**config.mk**
```make
export PLATFORM = sky130hd
export DESIGN_NAME = t_ff_seq_ctrl_flat
export DESIGN_NICKNAME = d
export VERILOG_FILES = /design/src/rtl/t_ff_seq_ctrl_if.sv /design/src/rtl/t_ff_seq_ctrl.sv /design/src/flat_wrapper.sv
export SDC_FILE = /design/constraint.sdc
export NUM_CORES = 1
export LEC_CHECK = 0
export ABC_CLOCK_PERIOD_IN_PS = 1600
export BUFFER_PORTS_ARGS = -buffer_cell sky130_fd_sc_hd__buf_4
export CAP_MARGIN = 20
export CORE_MARGIN = 8
export CORE_UTILIZATION = 47
export CTS_BUF_LIST = sky130_fd_sc_hd__clkbuf_16
export CTS_CLUSTER_SIZE = 14
export DETAILED_ROUTE_END_ITERATION = 7
export PLACE_DENSITY = 0.75
export SLEW_MARGIN = 40
export SYNTH_ARGS = -nofsm -noshare
export SYNTH_HDL_FRONTEND = slang
export SYNTH_SLANG_ARGS = --single-unit
```
**constraint.sdc**
```tcl
create_clock -name CLK -period 1.6 [get_ports CLK]
set_input_delay 0 -clock CLK [delete_from_list [all_inputs] [get_ports CLK]]
set_output_delay 0 -clock CLK [all_outputs]
set_load 0.005 [all_outputs]
```
**src/rtl/t_ff_seq_ctrl_if.sv**
```systemverilog
// Command and bank bundle between a requester/T-FF bank (master) and the sequencer (slave).
// Widths follow the bank width N and the step-count width C.
interface t_ff_seq_ctrl_if #(
    parameter int N = 8,
    parameter int C = 8
);
    logic         start;
    logic [1:0]   mode;
    logic [N-1:0] value;
    logic [C-1:0] steps;
    logic         abort;
    logic [N-1:0] Q;
    logic [N-1:0] T;
    logic         busy;
    logic         done;

    modport master (
        output start, mode, value, steps, abort, Q,
        input  T, busy, done
    );

    modport slave (
        input  start, mode, value, steps, abort, Q,
        output T, busy, done
    );
endinterface

```
**src/rtl/t_ff_seq_ctrl.sv**
```systemverilog
// Sequencer for an N-bit bank of toggle flip-flops: loads, counts up or counts down
// using only T inputs, under a start/busy/done handshake with abort.
module t_ff_seq_ctrl #(
    parameter int N = 8,
    parameter int C = 8
) (
    input  logic            CLK,
    input  logic            INIT,
    t_ff_seq_ctrl_if.slave  bus
);

    typedef enum logic [1:0] {
        S_IDLE,
        S_LOAD,
        S_RUN,
        S_DONE
    } state_t;

    localparam logic [1:0]   M_LOAD  = 2'b00;
    localparam logic [1:0]   M_UP    = 2'b01;
    localparam logic [1:0]   M_DOWN  = 2'b10;
    localparam logic [C-1:0] CNT_ONE = C'(1);

    state_t       r_state;
    logic [1:0]   r_mode;
    logic [N-1:0] r_value;
    logic [C-1:0] r_cnt;
    logic         r_busy;
    logic         r_done;
    logic [N-1:0] w_T;

    // Bit i toggles on increment when every lower bit is one.
    function automatic logic [N-1:0] f_up_toggles(input logic [N-1:0] q);
        logic [N-1:0] t;
        logic         acc;
        acc = 1'b1;
        for (int i = 0; i < N; i++) begin
            t[i] = acc;
            acc  = acc & q[i];
        end
        return t;
    endfunction

    // Bit i toggles on decrement when every lower bit is zero.
    function automatic logic [N-1:0] f_down_toggles(input logic [N-1:0] q);
        logic [N-1:0] t;
        logic         acc;
        acc = 1'b1;
        for (int i = 0; i < N; i++) begin
            t[i] = acc;
            acc  = acc & ~q[i];
        end
        return t;
    endfunction

    // Abort blanks T immediately so the aborting edge applies no further toggle.
    always_comb begin
        w_T = '0;
        if (!bus.abort) begin
            case (r_state)
                S_LOAD: w_T = bus.Q ^ r_value;
                S_RUN: begin
                    case (r_mode)
                        M_UP:    w_T = f_up_toggles(bus.Q);
                        M_DOWN:  w_T = f_down_toggles(bus.Q);
                        default: w_T = '0;
                    endcase
                end
                default: w_T = '0;
            endcase
        end
    end

    always_ff @(posedge CLK or negedge INIT) begin
        if (!INIT) begin
            r_state <= S_IDLE;
            r_mode  <= '0;
            r_value <= '0;
            r_cnt   <= '0;
            r_busy  <= 1'b0;
            r_done  <= 1'b0;
        end else begin
            r_done <= 1'b0;
            case (r_state)
                S_IDLE: begin
                    if (bus.start && !bus.abort) begin
                        r_mode  <= bus.mode;
                        r_value <= bus.value;
                        r_cnt   <= bus.steps;
                        if (bus.mode == M_LOAD) begin
                            r_state <= S_LOAD;
                            r_busy  <= 1'b1;
                        end else if (bus.steps == '0) begin
                            r_state <= S_DONE;
                            r_busy  <= 1'b0;
                            r_done  <= 1'b1;
                        end else begin
                            r_state <= S_RUN;
                            r_busy  <= 1'b1;
                        end
                    end
                end
                S_LOAD: begin
                    r_busy <= 1'b0;
                    if (bus.abort) begin
                        r_state <= S_IDLE;
                    end else begin
                        r_state <= S_DONE;
                        r_done  <= 1'b1;
                    end
                end
                S_RUN: begin
                    if (bus.abort) begin
                        r_state <= S_IDLE;
                        r_busy  <= 1'b0;
                        r_cnt   <= '0;
                    end else if (r_cnt == CNT_ONE) begin
                        r_state <= S_DONE;
                        r_busy  <= 1'b0;
                        r_done  <= 1'b1;
                        r_cnt   <= '0;
                    end else begin
                        r_cnt <= r_cnt - CNT_ONE;
                    end
                end
                S_DONE: begin
                    r_state <= S_IDLE;
                    r_busy  <= 1'b0;
                end
                default: begin
                    r_state <= S_IDLE;
                    r_busy  <= 1'b0;
                end
            endcase
        end
    end

    assign bus.T    = w_T;
    assign bus.busy = r_busy;
    assign bus.done = r_done;

endmodule

```
**src/flat_wrapper.sv**
```systemverilog
// flat-port wrapper written by rule: the top's interface ports become plain ports
module t_ff_seq_ctrl_flat 
#(
    parameter int N = 8,
    parameter int C = 8
)
  (CLK, INIT, bus_start, bus_mode, bus_value, bus_steps, bus_abort, bus_Q, bus_T, bus_busy, bus_done);
  t_ff_seq_ctrl_if #(.N(N), .C(C)) bus_i ();
  input  logic CLK;
  input  logic INIT;
  input wire logic [$bits(bus_i.start)-1:0] bus_start;
  input wire logic [$bits(bus_i.mode)-1:0] bus_mode;
  input wire logic [$bits(bus_i.value)-1:0] bus_value;
  input wire logic [$bits(bus_i.steps)-1:0] bus_steps;
  input wire logic [$bits(bus_i.abort)-1:0] bus_abort;
  input wire logic [$bits(bus_i.Q)-1:0] bus_Q;
  output wire logic [$bits(bus_i.T)-1:0] bus_T;
  output wire logic [$bits(bus_i.busy)-1:0] bus_busy;
  output wire logic [$bits(bus_i.done)-1:0] bus_done;
  assign bus_i.start = bus_start;
  assign bus_i.mode = bus_mode;
  assign bus_i.value = bus_value;
  assign bus_i.steps = bus_steps;
  assign bus_i.abort = bus_abort;
  assign bus_i.Q = bus_Q;
  assign bus_T = bus_i.T;
  assign bus_busy = bus_i.busy;
  assign bus_done = bus_i.done;
  t_ff_seq_ctrl #(.N(N), .C(C)) u_core (.CLK(CLK), .INIT(INIT), .bus(bus_i));
endmodule
```
* After elaboration in Yosys (flattened, before gate mapping) *
Cells that the tools add are included.

cells by class
  bitwise logic cells = 20
  eq/ne operators = 8
  reductions and logical operators = 10
  add/subtract/negate cells = 1
  mux-type cells = 27

operators with widths
  operator                                                number
  case mux 8 bit (2 select lines)                         3
  2-to-1 mux 8 bit                                        4
  AND 1 bit                                               12
  2-to-1 mux 1 bit                                        12
  2-to-1 mux 2 bit                                        5
  == test 8 x 1 -> 1 bit (second input constant)          1
  logical NOT 8 bit                                       1
  case mux 2 bit (4 select lines)                         1
  subtractor 8 x 1 -> 8 bit (second input constant)       1
  bitwise XOR 8 bit                                       1
  NOT 1 bit                                               7
  == test 2 bit (second input constant)                   3
  case mux 1 bit (3 select lines)                         2
  AND reduction 2 bit                                     3
  == test 2 x 1 -> 1 bit (second input constant)          2
  logical NOT 2 bit                                       2
  inequality test 3 x 2 -> 1 bit (second input constant)  1
  inequality test 2 x 1 -> 1 bit (second input constant)  1
  nonzero test 2 bit                                      1
  OR reduction 2 bit                                      1
  logical AND 1 bit                                       1
  logical NOT 1 bit                                       1

storage, ports and cells
  input port bits = 30
  output and inout bits = 10
  bits in registers = 22
  logic and storage cells = 72

* Longest topological paths before layout *
Gate-level depths: netlist (run 1).

  depth after elaboration = 10
  mapped depth = 7
  depth with buffers taken out = 6

* Least setup slack after synthesis (run 1) *
OpenSTA, ideal clock, no wires.

  kind = reg2reg
  from = register u_core.r_cnt[0]
  to = register u_core.r_cnt[6]
  setup time = 64 ps
  data arrival time = 1661 ps
  slack = -125 ps
  buffers on the path = 0
  data required time = 1536 ps
  clock period less this slack = 1725 ps
  cell stages (with the launch flop) = 7
  path through = dfrtp_1 inv_1 ha_1 or3b_1 or4_1 o2bb2ai_1 a22o_2

on the way
  word-level cells in the longest chain between the ends = 4
  elaborated cells between the ends (all ways) = 5
  classes of those cells = add/sub: 1; eq/ne: 1; mux: 3

ends and longest elaborated chain
  element                                                              line                                        source
  start: declaration                                                   t_ff_seq_ctrl.sv:27                         logic [C-1:0] r_cnt;
  start signal: assignment                                             t_ff_seq_ctrl.sv:89                         r_cnt <= bus.steps;
  start signal: assignment                                             t_ff_seq_ctrl.sv:123                        r_cnt <= r_cnt - CNT_ONE;
  subtractor 8 x 1 -> 8 bit or == test 8 x 1 -> 1 bit (tied branches)  t_ff_seq_ctrl.sv:123, t_ff_seq_ctrl.sv:117
  2-to-1 mux 8 bit *                                                   t_ff_seq_ctrl.sv:117                        end else if (r_cnt == CNT_ONE) begin
  2-to-1 mux 8 bit *                                                   t_ff_seq_ctrl.sv:113                        if (bus.abort) begin
  case mux 8 bit (2 select lines) *                                    t_ff_seq_ctrl.sv:84                         case (r_state)

Mark *: on every way between the ends. The rest lies on a longest branch, timed or not.
A chain may end at the register's enable or synchronous reset.

* Worst setup path after layout (run 1) *
  from = register u_core.r_mode[0]
  to = output bus_T[6]

on the way
  word-level cells in the longest chain between the ends = 4
  elaborated cells between the ends (all ways) = 5
  classes of those cells = eq/ne: 2; mux: 3

ends and longest elaborated chain
  element                                                  line                 source
  start: declaration                                       t_ff_seq_ctrl.sv:25  logic [1:0] r_mode;
  start signal: assignment                                 t_ff_seq_ctrl.sv:87  r_mode <= bus.mode;
  == test 2 bit or == test 2 x 1 -> 1 bit (tied branches)  t_ff_seq_ctrl.sv:63  case (r_mode)
  case mux 8 bit (2 select lines) *                        t_ff_seq_ctrl.sv:63
  case mux 8 bit (2 select lines) *                        t_ff_seq_ctrl.sv:60  case (r_state)
  2-to-1 mux 8 bit *                                       t_ff_seq_ctrl.sv:59  if (!bus.abort) begin
  end: declaration                                         flat_wrapper.sv:17   output wire logic [$bits(bus_i.T)-1:0] bus_T;

Marks and branches as above.

==> results of run 1 <==
[report_power, final]
| part | total, mW | switching [mW] | internal [mW] |
|---|---|---|---|
| logic | 3.10 | 1.47 | 1.64 |
| clock network | 0.555 | 0.221 | 0.335 |
| registers | 1.08 | 0.254 | 0.830 |
| total | 4.74 | 1.94 | 2.80 |
[critical path: cells and delay by family, from the launching register on]
family	cells	cell delay, ns
AND/OR/NAND/NOR	2	0.66
flip-flops	1	0.38
adder cells (fa/ha/maj)	1	0.17
buffers and inverters	2	0.20
AO/OA/AOI/OAI	2	0.26
[registers in the layout, indices dropped and copies added, names as in the netlist]
register,count
u_core.bus.busy,1
u_core.bus.done,1
u_core.r_cnt,8
u_core.r_mode,2
u_core.r_state,2
u_core.r_value,8
[layout by cell type, fill, tap and decap left out, drive strengths merged]
| cell type | synthesis | layout |
|---|---|---|
| mux2i | 1 | 1 |
| nand2b | 5 | 5 |
| dfrtp | 22 | 22 |
| o2bb2ai | 4 | 4 |
| a22oi | 3 | 3 |
| o32ai | 1 | 1 |
| nor3b | 2 | 2 |
| a21boi | 1 | 1 |
| o22a | 1 | 1 |
| o21ai | 12 | 13 |
| a21o | 2 | 2 |
| inv | 10 | 11 |
| or3b | 1 | 1 |
| nor2b | 1 | 1 |
| a41oi | 1 | 1 |
| a21oi | 7 | 7 |
| a31oi | 2 | 2 |
| mux2 | 12 | 12 |
| o22ai | 3 | 3 |
| xor2 | 5 | 5 |
| nand3b | 2 | 2 |
| dlygate4sd3 | 0 | 10 |
| or4b | 1 | 1 |
| nor2 | 14 | 14 |
| buf | 4 | 77 |
| xnor2 | 3 | 3 |
| nand2 | 8 | 8 |
| nor4 | 5 | 5 |
| nand3 | 1 | 1 |
| clkbuf | 1 | 3 |
| o41ai | 1 | 1 |
| or4 | 3 | 3 |
| ha | 9 | 9 |
| nor4b | 1 | 1 |
| a22o | 6 | 6 |
| nor3 | 4 | 4 |
| clkinv | 1 | 1 |
[cell type report]
type | instances | area [µm²] | area share
inverter | 11 | 48.80 | 0.01883
timing repair buffer | 87 | 700.7 | 0.2704
tap | 44 | 55.05 | 0.02125
clock buffer | 3 | 75.07 | 0.02897
sequential | 22 | 550.5 | 0.2125
clock inverter | 1 | 3.754 | 0.001449
multi-input combinational | 123 | 1157 | 0.4466
[repair_timing]
action | in CTS | in global routing
hold endpoints to repair | 31 | 0
setup endpoints to repair | 18 | 28
hold buffers | 10 | 0
gates resized for setup | 24 | 38
buffers inserted | 3 | 7
pin swaps | 4 | 9
cloned | 1 | 0
[metrics by stage]
| stage | utilization | hold WS (ns) | instances | setup slack (ns) |
|---|---|---|---|---|
| after global routing | 0.8488 | 0.01067 | 291 | -0.3863 |
| after detailed placement | 0.6705 | -0.08926 | 266 | -0.1879 |
| after CTS | 0.7742 | 0.0007009 | 284 | -0.2843 |
| after floorplan | - | -0.2956 | 160 | -0.1247 |
| after global placement | 0.6705 | -0.09761 | 266 | -0.1120 |
| final | 0.8488 | 0.005821 | 291 | -0.3276 |
[metal layers]
layer | up-vias | wire length [µm] | share of wire
met3 | 12 | 361 | 0.063
met5 | - | 0 | 0
met4 | 0 | 186 | 0.033
met1 | 852 | 2269 | 0.40
li1 | 767 | - | -
met2 | 70 | 2885 | 0.51
[worst min-delay path by stage]
| stage | to | start | slack [ns] | cells past startpoint |
|---|---|---|---|---|
| floorplan | u_core.bus.busy | INIT | -0.30 | 0 |
| global placement | u_core.r_cnt[3] | INIT | -0.1 | 1 |
| detailed placement | u_core.r_cnt[3] | INIT | -0.09 | 1 |
| CTS | u_core.r_mode[1] | bus_mode[1] | 0.0007 | 2 |
| global route | u_core.r_mode[1] | bus_mode[1] | 0.01 | 2 |
| finish | u_core.r_mode[1] | bus_mode[1] | 0.006 | 2 |
[cell families (layout without fill, tap and decap cells)]
family | count (synthesis) | after routing | share of synthesized area
buffers and inverters | 16 | 102 | 0.04232
DFF | 22 | 22 | 0.3651
AOI/OAI and AO/OA | 44 | 45 | 0.1983
muxes | 13 | 13 | 0.09627
xor gates and xnor gates | 8 | 8 | 0.04647
and+or+nand+nor | 48 | 48 | 0.1768
adders and majority gates | 9 | 9 | 0.07469
==> flow_metrics.env, run 1 <==
export IMPL_status="complete, but fails checks"
export IMPL_violations="negative setup slack"
export IMPL_fmax_mhz=518.8
export IMPL_first_pass_iters=4
export IMPL_finalSetupViolations=15
export IMPL_synth_ff_type="dfrtp_1"
export IMPL_diodes=0
export IMPL_netlist_area_um2=1508
export IMPL_drtIter0Drc=123
export IMPL_grt_max_degree=23
export IMPL_tightest_slew_ns=0.5912
export IMPL_clock_path_buffers=2
export IMPL_synth_top_area_share=0.3651
export IMPL_use_met3=0.03984
export IMPL_synth_distinct_cells=41
export IMPL_grtUsageTotal=0.1752
export IMPL_max_slew_margin_rel=0.6022
export IMPL_synth_top_area_cell="dfrtp_1"
export IMPL_r2r_start="u_core.r_cnt[0]"
export IMPL_num_rows=20
export IMPL_dp_hpwl_um=3216
export IMPL_p_leak_nw=1.168
export IMPL_synth_commonest_cells="dfrtp_1, nor2_1, mux2_2, inv_1, o21ai_0"
export IMPL_path_class="flip-flop to output port"
export IMPL_ant_nets=0
export IMPL_yosys_warnings=0
export IMPL_die_height_um=72.64
export IMPL_slew_viol_final=0
export IMPL_required_ns=1.60
export IMPL_fp_coreArea_um2=3053
export IMPL_grt_pass1_vias=1633
export IMPL_busiest_layer="met2"
export IMPL_clock_sinks=22
export IMPL_slowest_delay_ns=0.52
export IMPL_antenna_found_initial=0
export IMPL_yosysMostFrequentCell="dfrtp_1"
export IMPL_dpl_instance_area_um2=2047
export IMPL_htreeDepth=1
export IMPL_n_fill_cell=157
export IMPL_cp_start_kind="flip-flop"
export IMPL_endpoint="bus_T[6]"
export IMPL_initial_core_util=0.4939
export IMPL_critPathSlowestCell="or4b_4"
export IMPL_rsz0062_at_grt="true"
export IMPL_grt_use_met1=0.1935
export IMPL_worstPathMaxFanout=5
export IMPL_worstReg2RegEnd="u_core.r_cnt[7]"
export IMPL_wl_per_cell_um=19.60
export IMPL_fin_total_pwr_mw=4.743
export IMPL_rrSetupSlack_ns=-0.25
export IMPL_cts_buffers=3
export IMPL_tns_ns=-2.282
export IMPL_startpoint="u_core.r_mode[0]"
export IMPL_avgSynthCellArea_um2=9.423
export IMPL_viasPerCell=5.845
export IMPL_cts_root_buf="clkbuf_16"
export IMPL_fp_dieArea_um2=5277
export IMPL_synth_seq_cells=22
export IMPL_fin_area_um2=2591
export IMPL_synthArstFlopShare=1.000
export IMPL_met2_usage=0.3250
export IMPL_portBuffers=39
export IMPL_maxCapViolations=0
export IMPL_hold_viol=0
export IMPL_finalCritPeriodShare=1.205
export IMPL_clkLatencyLatePin_ns=0.26
export IMPL_fp_dieW_um=72.64
export IMPL_synth_seq_area_share=0.3651
export IMPL_synth_edf_count=0
export IMPL_critPathCaptureType="output port"
export IMPL_cts_reportedPaths_clkPinSlew_ns=0.06
export IMPL_drive_gt1_frac=0.5101
export IMPL_crit_arrival_ns=1.93
export IMPL_power_density_nw_per_um2=1830
export IMPL_via_count=1701
export IMPL_finalClockSkew_ns=0.003595
export IMPL_synthTopCellsByArea="dfrtp_1, mux2_2, ha_1, nor2_1, o21ai_0"
export IMPL_hold_path_class="input pin to flip-flop"
export IMPL_cts_tree="yes"
export IMPL_ios=40
export IMPL_ir_worst_vdd_uv=1113
export IMPL_layout_min_cycle_time_ns=1.928
export IMPL_areaGrowthSynthToFinish_pct=71.87
export IMPL_nets=287
export IMPL_drc=0
export IMPL_drt_wl_total_um=5703
export IMPL_finalWorstSetupSlack_ns=-0.3276
export IMPL_crit_path_cell_trace="inv_1, ha_2, or4b_4, nor4_4, a31oi_1, o22ai_1, buf_4"
export IMPL_worst_r2r_cell_count=6
export IMPL_netlist_instances=160
export IMPL_grt_pass1_wl_um=7500
export IMPL_mappedNetlistNets=199
export IMPL_gp_congestion=0.8608
export IMPL_overflow=0
Power figures use the tool's default switching activity.
==> run 2: changes to the inputs <==
--- a/config.mk
+++ b/config.mk
@@ -5,15 +5,16 @@
 export SDC_FILE = /design/constraint.sdc
 export NUM_CORES = 1
 export LEC_CHECK = 0
+export ABC_AREA = 1
 export ABC_CLOCK_PERIOD_IN_PS = 1600
 export BUFFER_PORTS_ARGS = -buffer_cell sky130_fd_sc_hd__buf_4
 export CAP_MARGIN = 20
 export CORE_MARGIN = 8
-export CORE_UTILIZATION = 47
+export CORE_UTILIZATION = 48
 export CTS_BUF_LIST = sky130_fd_sc_hd__clkbuf_16
 export CTS_CLUSTER_SIZE = 14
 export DETAILED_ROUTE_END_ITERATION = 7
-export PLACE_DENSITY = 0.75
+export PLACE_DENSITY = 0.76
 export SLEW_MARGIN = 40
 export SYNTH_ARGS = -nofsm -noshare
 export SYNTH_HDL_FRONTEND = slang
==> run 2 against run 1 <==
  * Combinational power down 29%
  * The flow still finishes with violations (negative setup slack)
  * Clock power down 3%
  * Clock skew up 0.0020 ns
  * Critical path type unchanged
  * Area after synthesis grew 6.8%
  * Sequential power barely moved
  * Critical path depth is the same
  * Routed wire length decreased by 21%
  * Largest power group unchanged
  * Setup slack better by 0.32 ns
==> flow_metrics.env, run 2 <==
export IMPL_clock_path_buffers=2
export IMPL_synth_distinct_cells=27
export IMPL_internal_power_mw=2.231
export IMPL_synth_edf_count=0
export IMPL_hold_path_depth=3
export IMPL_p_seq_frac=0.282
export IMPL_cts_reportedPaths_clkPinSlew_ns=0.06
export IMPL_p_sw_mw=1.565
export IMPL_final_util=0.7082
export IMPL_max_slew_margin_rel=0.8010
export IMPL_fp_coreArea_um2=3284
export IMPL_ios=40
export IMPL_num_rows=21
export IMPL_initial_core_util=0.4903
export IMPL_violations="negative setup slack"
export IMPL_synthTopCellsByArea="dfrtp_1, nand2_1, ha_1, o21ai_0, a21oi_1"
export IMPL_nets=309
export IMPL_grtUsageTotal=0.1665
export IMPL_grt_pass1_wl_um=7134
export IMPL_mappedNetlistNets=244
export IMPL_htreeDepth=1
export IMPL_diodes=0
export IMPL_worstPathMaxFanout=4
export IMPL_rsz0062_at_grt="true"
export IMPL_tns_ns=-0.007118
export IMPL_viasPerCell=5.124
export IMPL_cp_start_kind="flip-flop"
export IMPL_reg_largest_list="u_core.r_cnt: 8 flops, u_core.r_value: 8 flops"
export IMPL_wl_per_cell_um=14.30
export IMPL_worstReg2RegEnd="u_core.r_state[0]"
export IMPL_synth_commonest_cells="nand2_1, inv_1, dfrtp_1, o21ai_0"
export IMPL_maxCapViolations=0
export IMPL_hold_end="u_core.r_mode[1]"
export IMPL_dp_hpwl_um=3029
export IMPL_fmax_mhz=622.2
export IMPL_overflow=0
export IMPL_finalSetupViolations=1
export IMPL_avgSynthCellArea_um2=7.855
export IMPL_finalClockSkew_ns=0.005631
export IMPL_hold_path_class="input pin to flip-flop"
export IMPL_antenna_found_initial=0
export IMPL_rrSetupSlack_ns=0.13
export IMPL_via_count=1614
export IMPL_tightest_slew_ns=0.2984
export IMPL_path_class="flip-flop to output port"
export IMPL_synth_seq_area_share=0.3419
export IMPL_ant_nets=0
export IMPL_r2r_start="u_core.r_state[0]"
export IMPL_portBuffers=39
export IMPL_netlist_area_um2=1610
export IMPL_first_pass_iters=4
export IMPL_yosysMostFrequentCell="nand2_1"
export IMPL_min_delay_start="bus_mode[1]"
export IMPL_drc=0
export IMPL_crit_arrival_ns=1.61
export IMPL_fp_dieArea_um2=5464
export IMPL_combPwrFrac=0.576
export IMPL_grt_pass1_vias=1607
export IMPL_p_clk_frac=0.142
export IMPL_status="complete, but fails checks"
export IMPL_gp_congestion=0.9035
export IMPL_drive_gt1_frac=0.3420
export IMPL_yosys_warnings=0
export IMPL_p_leak_nw=1.116
export IMPL_finalCritPeriodShare=1.004
export IMPL_slew_viol_final=0
export IMPL_cts_root_buf="clkbuf_16"
export IMPL_power_density_nw_per_um2=1632
export IMPL_ir_worst_vdd_uv=982.1
export IMPL_layout_cells_most_common="buf_4"
export IMPL_synth_top_area_cell="dfrtp_1"
export IMPL_drt_wl_total_um=4505
export IMPL_finalWorstSetupSlack_ns=-0.007118
export IMPL_multi_input_area_um2=1033
export IMPL_clkLatencyLatePin_ns=0.26
export IMPL_fp_dieW_um=73.92
export IMPL_clock_sinks=22
export IMPL_p_sw_frac=0.4122
export IMPL_hold_viol=0
export IMPL_areaGrowthSynthToFinish_pct=44.44
export IMPL_ff_latch_area_um2=551.8
export IMPL_n_fill_cell=252
export IMPL_required_ns=1.60
export IMPL_die_height_um=73.92
export IMPL_cts_buffers=3
export IMPL_drtIter0Drc=108
export IMPL_worst_r2r_cell_count=8
export IMPL_netlist_instances=205
export IMPL_cts_tree="yes"
export IMPL_critPathCaptureType="output port"
export IMPL_synth_top_area_share=0.3419
export IMPL_layout_min_cycle_time_ns=1.607
export IMPL_synthArstFlopShare=1.000
export IMPL_mostFrequentLayoutCells="buf_4, nand2_1, inv_1, nor2_1, dfrtp_1"
export IMPL_synth_seq_cells=22
export IMPL_grt_max_degree=23
export IMPL_synth_ff_type="dfrtp_1"
-- run 2: changes by cell type after synthesis, moves of 4 or more --
cell / delta
a21oi_1: +14
a22o_1: -5
inv_1: +16
mux2_2: -9
mux2_4: +5
nand2_1: +27
nand2b_1: -5
nand3_1: +11
nor2_1: +7
nor3_1: -4
nor4_1: -4
o21ai_0: +12
o2bb2ai_1: -4
xor2_1: -4
-- run 2: critical path: stages, from the launching register on --
cell      delay, ns
dfrtp_1        0.39
buf_4          0.15
ha_4           0.14
nand4_1        0.16
o21bai_1       0.17
nand3_1        0.08
a21oi_1        0.12
buf_4          0.12
-- run 2: worst max-delay path by stage --
| stage | from | end | cells past startpoint |
|---|---|---|---|
| 2_1_floorplan | u_core.r_state[0] | u_core.r_cnt[6] | 7 |
| 3_3_place_gp | u_core.r_state[0] | u_core.r_cnt[6] | 6 |
| 3_5_place_dp | u_core.r_state[0] | bus_T[7] | 7 |
| 4_1_cts | u_core.r_state[1] | bus_T[7] | 7 |
| 5_1_grt | u_core.r_mode[1] | bus_T[7] | 7 |
| 6_report | u_core.r_mode[1] | bus_T[7] | 7 |
-- run 2: kinds of logic after synthesis --
group,share of synthesized area
xor gates and xnor gates,0.01632
muxes,0.06760
and+or+nand+nor,0.2479
adders and majority gates,0.06993
DFF,0.3419
AOI/OAI and AO/OA,0.1803
buffers and inverters,0.07615
-- run 2: layer usage --
metal / GRT usage / routed length [µm] / vias up
met4: 0.06208 / 106 / 0
met2: 0.2852 / 2271 / 39
met5: 0 / 0 / -
met1: 0.1923 / 1930 / 752
li1: - / - / 812
met3: 0.04366 / 197 / 11
-- run 2: what timing repair did --
item / in CTS / in global routing
hold buffers: 9 / 0
gates resized for setup: 5 / 26
endpoints found under the hold margin: 30 / 0
pin swaps: 0 / 11
endpoints found under the setup margin: 8 / 7
setup buffers: 0 / 9
-- run 2: power by group through the flow --
stage | Clock [mW] | Sequential (mW) | Combinational, mW
final | 0.539 | 1.07 | 2.19
after global routing | 0.578 | 1.11 | 2.44
after CTS | 0.550 | 1.04 | 1.78
after detailed placement | 0 | 1.04 | 1.74
after global placement | 0 | 1.03 | 1.71
after floorplan | 0 | 0.990 | 1.30
-- run 2: area by class of cell --
class,instances,area share
Sequential cell,22,0.2372
Inverter,29,0.05003
Clock inverter,1,0.001614
Timing Repair Buffer,61,0.2098
Multi-Input combinational cell,153,0.4443
Tap cell,46,0.02474
Clock buffer,3,0.03228
-- run 2: stage by stage --
| step | worst slack (ns) | total power, mW | instance area [µm²] | hold slack [ns] | instances |
|---|---|---|---|---|---|
| CTS | 0.005532 | 3.378 | 2161 | 0.01394 | 306 |
| finish | -0.007118 | 3.795 | 2326 | 0.01517 | 315 |
| floorplan | 0.2108 | 2.288 | 1610 | -0.2956 | 205 |
| detailed placement | 0.08566 | 2.775 | 1979 | -0.09085 | 293 |
| global placement | 0.1212 | 2.743 | 1979 | -0.09434 | 293 |
| global route | -0.1162 | 4.123 | 2326 | 0.05563 | 315 |
